$ cat config.mk
export PLATFORM = sky130hd
export DESIGN_NAME = max_pool_drain
export DESIGN_NICKNAME = d
export VERILOG_FILES = /design/src/rtl/max_pool_drain.sv
export SDC_FILE = /design/constraint.sdc
export NUM_CORES = 1
export LEC_CHECK = 0
export ABC_CLOCK_PERIOD_IN_PS = 4050
export CORE_ASPECT_RATIO = 0.5
export CORE_MARGIN = 3
export CORE_UTILIZATION = 50
export DETAILED_ROUTE_END_ITERATION = 7
export GPL_TIMING_DRIVEN = 0
export PLACE_DENSITY_LB_ADDON = 0.25
export SLEW_MARGIN = 25
export SYNTH_ARGS = -nofsm -noshare
export SYNTH_HDL_FRONTEND = slang
export SYNTH_SLANG_ARGS = --single-unit
$ cat constraint.sdc
create_clock -name clk -period 4.05 [get_ports clk]
set_input_delay 1.0125 -clock clk [delete_from_list [all_inputs] [get_ports clk]]
set_output_delay 1.0125 -clock clk [all_outputs]
set_load 0.005 [all_outputs]
$ cat src/rtl/max_pool_drain.sv
// Write-side address generator for pooled output tiles: accepts words over a
// valid/ready stream and writes them row-major from a base address with a row pitch.
module max_pool_drain #(
    parameter int add_size  = 20,
    parameter int DATA_W    = 16,
    parameter int OUT_ROWS  = 13,
    parameter int OUT_COLS  = 13,
    parameter int ROW_PITCH = 13
) (
    input  logic                clk,
    input  logic                reset,
    input  logic                start,
    input  logic [add_size-1:0] add_in,
    input  logic [DATA_W-1:0]   in_data,
    input  logic                in_valid,
    output logic                in_ready,
    output logic                mem_we,
    output logic [add_size-1:0] mem_addr,
    output logic [DATA_W-1:0]   mem_wdata,
    output logic                busy,
    output logic                done
);

    localparam int ROW_W = (OUT_ROWS > 1) ? $clog2(OUT_ROWS) : 1;
    localparam int COL_W = (OUT_COLS > 1) ? $clog2(OUT_COLS) : 1;
    localparam logic [ROW_W-1:0]    ROW_LAST = ROW_W'(OUT_ROWS - 1);
    localparam logic [COL_W-1:0]    COL_LAST = COL_W'(OUT_COLS - 1);
    localparam logic [add_size-1:0] PITCH    = add_size'(ROW_PITCH);

    typedef enum logic [1:0] {
        IDLE = 2'd0,
        RUN  = 2'd1,
        DONE = 2'd2
    } state_t;

    state_t              state, state_next;
    logic [ROW_W-1:0]    row, row_next;
    logic [COL_W-1:0]    col, col_next;
    logic [add_size-1:0] row_base, row_base_next;
    logic                in_ready_next, mem_we_next, busy_next, done_next;
    logic [add_size-1:0] mem_addr_next;
    logic [DATA_W-1:0]   mem_wdata_next;
    logic                accept, last_col, last_word;

    assign accept    = (state == RUN) && in_valid && in_ready;
    assign last_col  = (col == COL_LAST);
    assign last_word = last_col && (row == ROW_LAST);

    always_ff @(posedge clk or posedge reset) begin
        if (reset) begin
            state     <= IDLE;
            row       <= '0;
            col       <= '0;
            row_base  <= '0;
            in_ready  <= 1'b0;
            mem_we    <= 1'b0;
            mem_addr  <= '0;
            mem_wdata <= '0;
            busy      <= 1'b0;
            done      <= 1'b0;
        end else begin
            state     <= state_next;
            row       <= row_next;
            col       <= col_next;
            row_base  <= row_base_next;
            in_ready  <= in_ready_next;
            mem_we    <= mem_we_next;
            mem_addr  <= mem_addr_next;
            mem_wdata <= mem_wdata_next;
            busy      <= busy_next;
            done      <= done_next;
        end
    end

    always_comb begin
        state_next     = state;
        row_next       = row;
        col_next       = col;
        row_base_next  = row_base;
        in_ready_next  = in_ready;
        mem_we_next    = 1'b0;
        mem_addr_next  = mem_addr;
        mem_wdata_next = mem_wdata;
        busy_next      = busy;
        done_next      = 1'b0;

        case (state)
            IDLE: begin
                if (start) begin
                    state_next    = RUN;
                    row_base_next = add_in;
                    row_next      = '0;
                    col_next      = '0;
                    in_ready_next = 1'b1;
                    busy_next     = 1'b1;
                end
            end
            RUN: begin
                if (accept) begin
                    mem_we_next    = 1'b1;
                    mem_addr_next  = row_base + add_size'(col);
                    mem_wdata_next = in_data;
                    if (last_col) begin
                        col_next      = '0;
                        row_next      = row + 1'b1;
                        row_base_next = row_base + PITCH;
                    end else begin
                        col_next = col + 1'b1;
                    end
                    // Final word: drop ready now so nothing can be accepted in DONE.
                    if (last_word) begin
                        state_next    = DONE;
                        in_ready_next = 1'b0;
                        done_next     = 1'b1;
                    end
                end
            end
            DONE: begin
                state_next = IDLE;
                busy_next  = 1'b0;
            end
            default: begin
                state_next    = IDLE;
                in_ready_next = 1'b0;
                busy_next     = 1'b0;
            end
        endcase
    end

endmodule

==> results of run 1 <==
## final cells by class
class | instances | area, µm² | share of cell area (%)
multi-input combinational | 308 | 1730 | 34.6
sequential | 70 | 1750 | 35.0
timing repair buffer | 80 | 818 | 16.3
inverter | 18 | 70.1 | 1.40
buffer | 31 | 148 | 2.95
clock inverter | 6 | 133 | 2.65
clock buffer | 10 | 239 | 4.77
tap | 92 | 115 | 2.30
## sequential cells by signal, summed over array words and instances (netlist names)
| register | count |
|---|---|
| row | 4 |
| state | 2 |
| mem_wdata | 16 |
| done | 1 |
| in_ready | 1 |
| busy | 1 |
| row_base | 20 |
| mem_addr | 20 |
| mem_we | 1 |
| col | 4 |
## worst max-delay path, cell delays in order
cell	delay, ns
clkdlybuf4s50_1	0.56
nand2b_1	0.18
a21o_1	0.30
a21oi_2	0.39
buf_2	0.33
a22oi_1	0.13
## Yosys cell counts, types with 2 or more instances
master and count:
and3_1 5, a2bb2oi_1 2, nand3_1 21, and4_1 2, nor3_1 10, o31ai_1 2
clkbuf_1 14, inv_1 17, o21ai_0 46, nand2_1 91, and2_1 3, xnor2_1 8
o22ai_1 7, nand2b_1 4, a221o_1 2, nand4_1 10, dfrtp_1 70, a21oi_1 27
a22oi_1 3, ha_1 9, a211o_1 2, xor2_1 10, buf_2 13, a21o_1 3
nor2_1 17, a31oi_1 2
## per-layer routing
metal  track usage (%)  wire (µm)  part of all wire (%)  vias to the layer above
met2              35.3       4150                    42                      183
met1              35.4       4470                    46                     1612
li1                  -          -                     -                     1665
met3              6.89       1050                    11                       17
met5                 0          0                     0                        -
met4              7.41        137                   1.4                        0
## cells by family after synthesis
kind of cell	count (synthesis)	synth area share [%]
AOI/OAI and AO/OA	112	18.6
xor gates and xnor gates	18	4.26
adders and majority gates	10	3.58
buffers and inverters	49	5.81
DFF	70	47.3
and+or+nand+nor	168	20.4
## per-stage QoR
stage	instances	power, W	instance area (µm²)	util, %	setup WS, ns
6_report	615	0.00259	5010	72.2	1.34
3_3_place_gp	598	0.00160	4610	66.4	0.0530
4_1_cts	615	0.00260	5010	72.2	1.38
5_1_grt	615	0.00274	5010	72.2	1.26
2_1_floorplan	427	0.00133	3700	-	1.27
3_5_place_dp	599	0.00162	4640	66.8	1.06
## worst paths after layout
path                              startpoint            to  cells past startpoint
worst min-delay path            mem_wdata[4]  mem_wdata[4]                      2
max in group asynchronous              reset   mem_addr[7]                      3
min in group asynchronous              reset        mem_we                      2
worst max register to register   row_base[0]  mem_addr[18]                      8
worst max-delay path                   start   row_base[5]                      6
worst min register to register  mem_wdata[4]  mem_wdata[4]                      2
## where the power goes
part           internal, W  switching [W]  total (W)  leakage (nW)
clock             0.000679       0.000292   0.000971         0.179
sequential        0.000814       0.000128   0.000942         0.874
combinational     0.000332       0.000345   0.000676          1.11
==> metrics.md, run 1 <==
| Metric | Value |
|---|---|
| Number of global-route vias before repair | `3125` |
| Mapped Nets | `477` |
| Die Span X | `128 µm` |
| Period utilization | `66.8%` |
| Critical Path AT | `2.91 ns` |
| Max H-tree Level | `3` |
| Area growth syn-to-layout | `35.3%` |
| Setup violators final | `0` |
| Critical path type | `in -> reg` |
| Layout cells sized above 1 | `7.84%` |
| Cells after Synth | `427` |
| Largest area contributor in the synthesized netlist | `dfrtp_1` |
| Number of max-cap violations | `0` |
| Sum Neg Setup Slack | `0 ns` |
| Clock sink total | `70` |
| Die footprint | `8530 µm²` |
| Setup crit end kind | `flip-flop` |
| Register-to-register setup slack | `1.69 ns` |
| Crit path launch type | `input port` |
| Fmax achieved | `370 MHz` |
| Top Ports | `80` |
| Syn avg cell area | `8.67 µm²` |
| Largest net degree at the start of global routing | `55` |
| Chip height | `66.8 µm` |
| Commonest cells after routing, fill and taps aside | `91 x nand2_1, 79 x clkdlybuf4s50_1, 70 x dfrtp_1, 46 x o21ai_0, 27 x a21oi_1` |
| Asr flop ratio synth | `100%` |
| RSZ-0062 raised after global routing | `false` |
| TritonCTS clock tree | `yes` |
| Cts hold-fix bufs | `0` |
| Post-CTS Resized | `0` |
| Slew margin rel. | `65.5%` |
| Post-synth EDFFs | `0` |
| CTS buffer count | `9` |
| Initial antenna violation count | `0` |
| Critical path peak fanout | `10` |
| Maximum vdd drop | `0.336 mV` |
| Starting density of the core | `53.4%` |
| Status | `completed` |
| Hold_ws | `0.471 ns` |
| Post-CTS setup buffers | `0` |
| IO Port Bufs | `79` |
| Final #Nets | `568` |
| Leak Pwr | `2.16 nW` |
| Number of fillers in the final layout | `545` |
| Routed vias | `3477` |
| Residual DRC | `0` |
| Min cycle time layout | `2.71 ns` |
| Total gr overflow | `0` |
| Clk buf depth | `2` |
| Final ANT Viol Nets | `0` |
| Synth warnings | `0` |
| Main flop type after synthesis | `dfrtp_1` |
| Measured slew at the worst slew-check pin | `0.517 ns` |
| Via density per instance | `5.65` |
| WL final | `9.81 mm` |
| Seq cells post-synth | `70` |
| # diodes | `0` |
| Hold Path Class | `reg -> reg` |
| First-pass GRT wire length | `15.9 mm` |
| Most common cell after layout, fill and taps aside | `nand2_1` |
| Iteration-0 DRC count of the detailed router | `387` |
| CP required | `4.25 ns` |
| Clock Latency Late Sink | `0.33 ns` |
| Cell variety after synth | `53` |
| DP HPWL | `6.96 mm` |
| Placer congestion estimate | `0.965` |
| Clock root buffer master | `clkbuf_16` |
| Largest cells by area after synthesis | `dfrtp_1 47%, nand2_1 9.2%, o21ai_0 6.2%` |
| Cell Area, Synth | `3700 µm²` |
| WL/cell | `15.9 µm` |
| Final slew viol count | `0` |
| Hold Fails Final Rpt | `0` |
| Clock Pin Slew Worst Setup and Hold Paths | `0.05 ns` |
| Synth top area share | `47.3%` |
| Rows | `21` |
| Tot GR Track Use | `24.4%` |
| Pwr Density | `517 nW/µm²` |
| DRT Pass-1 Iters | `5` |
| Setup Skew | `0.00269 ns` |
| CORE AREA | `6940 µm²` |
| Sequential share of the synthesized area | `47.3%` |
(Power assumes the default switching activity.)
==> inputs of run 2 (changes only) <==
--- a/config.mk
+++ b/config.mk
@@ -5,10 +5,10 @@
 export SDC_FILE = /design/constraint.sdc
 export NUM_CORES = 1
 export LEC_CHECK = 0
-export ABC_CLOCK_PERIOD_IN_PS = 4050
+export ABC_CLOCK_PERIOD_IN_PS = 2400
 export CORE_ASPECT_RATIO = 0.5
 export CORE_MARGIN = 3
-export CORE_UTILIZATION = 50
+export CORE_UTILIZATION = 46
 export DETAILED_ROUTE_END_ITERATION = 7
 export GPL_TIMING_DRIVEN = 0
 export PLACE_DENSITY_LB_ADDON = 0.25
==> constraint.sdc (replaced) <==
create_clock -name clk -period 2.4 [get_ports clk]
set_input_delay 0.6 -clock clk [delete_from_list [all_inputs] [get_ports clk]]
set_output_delay 0.6 -clock clk [all_outputs]
set_load 0.005 [all_outputs]
==> run 2 against run 1 <==
  * Register-to-register slack got worse by 1.5 ns
  * Utilization fell by 6.8 points
  * Count of clock-buffer cells in the layout rose by 1
  * Global-route usage fell by 2.0 points
  * First-iteration DRC count fell by 42%
  * Combinational power rose by 72%
  * Die area rose by 8.1%
  * Clock power rose by 31%
  * Routed wire length rose by 1.8%
  * Highest routed layer unchanged
==> metrics.md, run 2 (synthesis gave the netlist of run 1 again) <==
| Metric | Value |
|---|---|
| Rows | `22` |
| Critical path peak fanout | `6` |
| Final non-filler cell total | `631` |
| Hold_ws | `0.470 ns` |
| Max H-tree Level | `3` |
| Number of fillers in the final layout | `659` |
| Total gr overflow | `0` |
| # diodes | `0` |
| Crit path launch type | `flip-flop` |
| Starting density of the core | `48.9%` |
| Post-CTS setup buffers | `0` |
| Crit path buffers/inverters | `1` |
| Setup crit end kind | `flip-flop` |
| Final ANT Viol Nets | `0` |
| Power share of the sequential group | `39.6%` |
| Critical Path AT | `2.38 ns` |
| Placer congestion estimate | `0.946` |
| Setup violators final | `0` |
| Worst R2R Start | `row_base[0]` |
| Net Sw Frac | `32.0%` |
| Clk buf depth | `2` |
| RSZ-0062 raised after global routing | `false` |
| Clock Latency Late Sink | `0.33 ns` |
| Crit path capture | `mem_addr[14]` |
| TritonCTS clock tree | `yes` |
| Commonest cells after routing, fill and taps aside | `91 x nand2_1, 79 x clkdlybuf4s50_1, 68 x dfrtp_1, 46 x o21ai_0, 27 x a21oi_1` |
| Iteration-0 DRC count of the detailed router | `223` |
| Fmax achieved | `457 MHz` |
| DRT Pass-1 Iters | `5` |
| First-pass GRT wire length | `16.8 mm` |
| Status | `completed` |
| Dpl cells | `615` |
| WL final | `9.98 mm` |
| Chip height | `69.4 µm` |
| Cts hold-fix bufs | `0` |
| Total power | `0.00402 W` |
| Period utilization | `91.2%` |
| Setup Skew | `0.00434 ns` |
| IO Port Bufs | `79` |
| CORE AREA | `7570 µm²` |
| Clock share of power | `31.6%` |
| Residual DRC | `0` |
| Post-CTS Resized | `0` |
| FF-to-FF End | `mem_addr[14]` |
| P_int | `0.00273 W` |
| Tot GR Track Use | `22.3%` |
| CP Launch Point | `row_base[0]` |
| Initial antenna violation count | `0` |
| Final slew viol count | `0` |
| Final #Nets | `568` |
| Number of max-cap violations | `0` |
| Measured slew at the worst slew-check pin | `0.510 ns` |
| Slew margin rel. | `66.0%` |
| Leak Pwr | `2.12 nW` |
| Top Ports | `80` |
| Critical path type | `reg -> reg` |
| Most common cell after layout, fill and taps aside | `nand2_1` |
| Delay-heaviest family, CP | `adder cells` |
| Layout cells sized above 1 | `8.03%` |
| Clock sink total | `70` |
| Util after Layout | `65.4%` |
| Area growth syn-to-layout | `33.7%` |
| Clock Pin Slew Worst Setup and Hold Paths | `0.05 ns` |
| Number of global-route vias before repair | `3342` |
| Sum Neg Setup Slack | `0 ns` |
| Crit path depth | `8` |
| Sw Pwr | `0.00129 W` |
| CTS buffer count | `9` |
| Die footprint | `9220 µm²` |
| Cell-by-cell trace of the critical path | `ha_1, inv_1, fa_1, nand2b_1, a21o_1, nor3_1, xnor2_1, o21ai_0` |
| Pwr Density | `813 nW/µm²` |
| Via density per instance | `5.58` |
| Largest net degree at the start of global routing | `38` |
| Maximum vdd drop | `0.515 mV` |
| DP HPWL | `7.30 mm` |
| Reg2Reg Depth | `8` |
| Gate power share | `28.8%` |
| WL/cell | `15.8 µm` |
| Largest registers | `mem_addr x20, row_base x20, mem_wdata x16` |
| Slowest-stage cell, CP | `dfrtp_2` |
| CP required | `2.59 ns` |
| Die Span X | `133 µm` |
| Clock root buffer master | `clkbuf_16` |
| Hold Fails Final Rpt | `0` |
| Register-to-register setup slack | `0.21 ns` |
| Hold Path Class | `reg -> reg` |
| Min cycle time layout | `2.19 ns` |
| Routed vias | `3521` |
| Largest stage delay, worst path | `0.45 ns` |
[run 2: per-stage QoR]
stage          area, µm²  worst slack, ns
4_1_cts             4930           0.0146
3_3_place_gp        4630            -1.19
2_1_floorplan       3700           0.0318
6_report            4950            0.210
5_1_grt             4950           0.0373
3_5_place_dp        4650           -0.178
[run 2: how the worst min path moves through the flow]
stage                       from           end  slack, ns  cells past startpoint
floorplan           mem_wdata[0]  mem_wdata[0]       0.47                      2
global placement    mem_wdata[1]  mem_wdata[1]       0.46                      2
detailed placement  mem_wdata[1]  mem_wdata[1]       0.46                      2
CTS                 mem_wdata[1]  mem_wdata[1]       0.48                      2
global route         mem_addr[2]   mem_addr[2]       0.50                      2
finish              mem_wdata[2]  mem_wdata[2]       0.47                      2
[run 2: per-layer routing]
metal | wire (µm) | share of wire, % | GRT usage (%) | up-vias
met3 | 890 | 8.9 | 6.16 | 20
met4 | 155 | 1.6 | 6.91 | 0
li1 | - | - | - | 1668
met2 | 4260 | 43 | 33.0 | 159
met5 | 0 | 0 | 0 | -
met1 | 4670 | 47 | 31.9 | 1674
[run 2: power groups by stage]
| stage | clock, W | sequential [W] | combinational [W] |
|---|---|---|---|
| after floorplan | 0 | 0.00155 | 0.000692 |
| after detailed placement | 0 | 0.00160 | 0.00114 |
| after CTS | 0.00129 | 0.00159 | 0.00115 |
| final | 0.00127 | 0.00159 | 0.00116 |
| after global routing | 0.00134 | 0.00162 | 0.00131 |
| after global placement | 0 | 0.00160 | 0.00111 |
[run 2: cell type report]
| class | instances | area (µm²) | area share, % |
|---|---|---|---|
| multi-input cells | 308 | 1750 | 35.3 |
| flip-flops and latches | 70 | 1750 | 35.5 |
| clock inverters | 5 | 50.0 | 1.01 |
| plain buffers | 31 | 148 | 2.98 |
| clock buffers | 11 | 233 | 4.70 |
| inverters | 18 | 70.1 | 1.42 |
| well taps | 108 | 135 | 2.73 |
| repair buffers | 80 | 811 | 16.4 |
[run 2: worst reg2reg max path, delay by kind of cell, from the launching register on]
kind	cells	cell delay [ns]
AO/OA/AOI/OAI	2	0.36
buffers and inverters	1	0.05
adder cells (fa/ha/maj)	2	0.58
AND/OR/NAND/NOR	2	0.46
flip-flops	1	0.45
XOR/XNOR	1	0.16
==> inputs of run 3 (changes only) <==
--- a/config.mk
+++ b/config.mk
@@ -11,6 +11,7 @@
 export CORE_UTILIZATION = 46
 export DETAILED_ROUTE_END_ITERATION = 7
 export GPL_TIMING_DRIVEN = 0
+export HOLD_SLACK_MARGIN = 0.1
 export PLACE_DENSITY_LB_ADDON = 0.25
 export SLEW_MARGIN = 25
 export SYNTH_ARGS = -nofsm -noshare
==> results of run 3 <==
Final layout, timing and power as in run 2 (identical DEF).
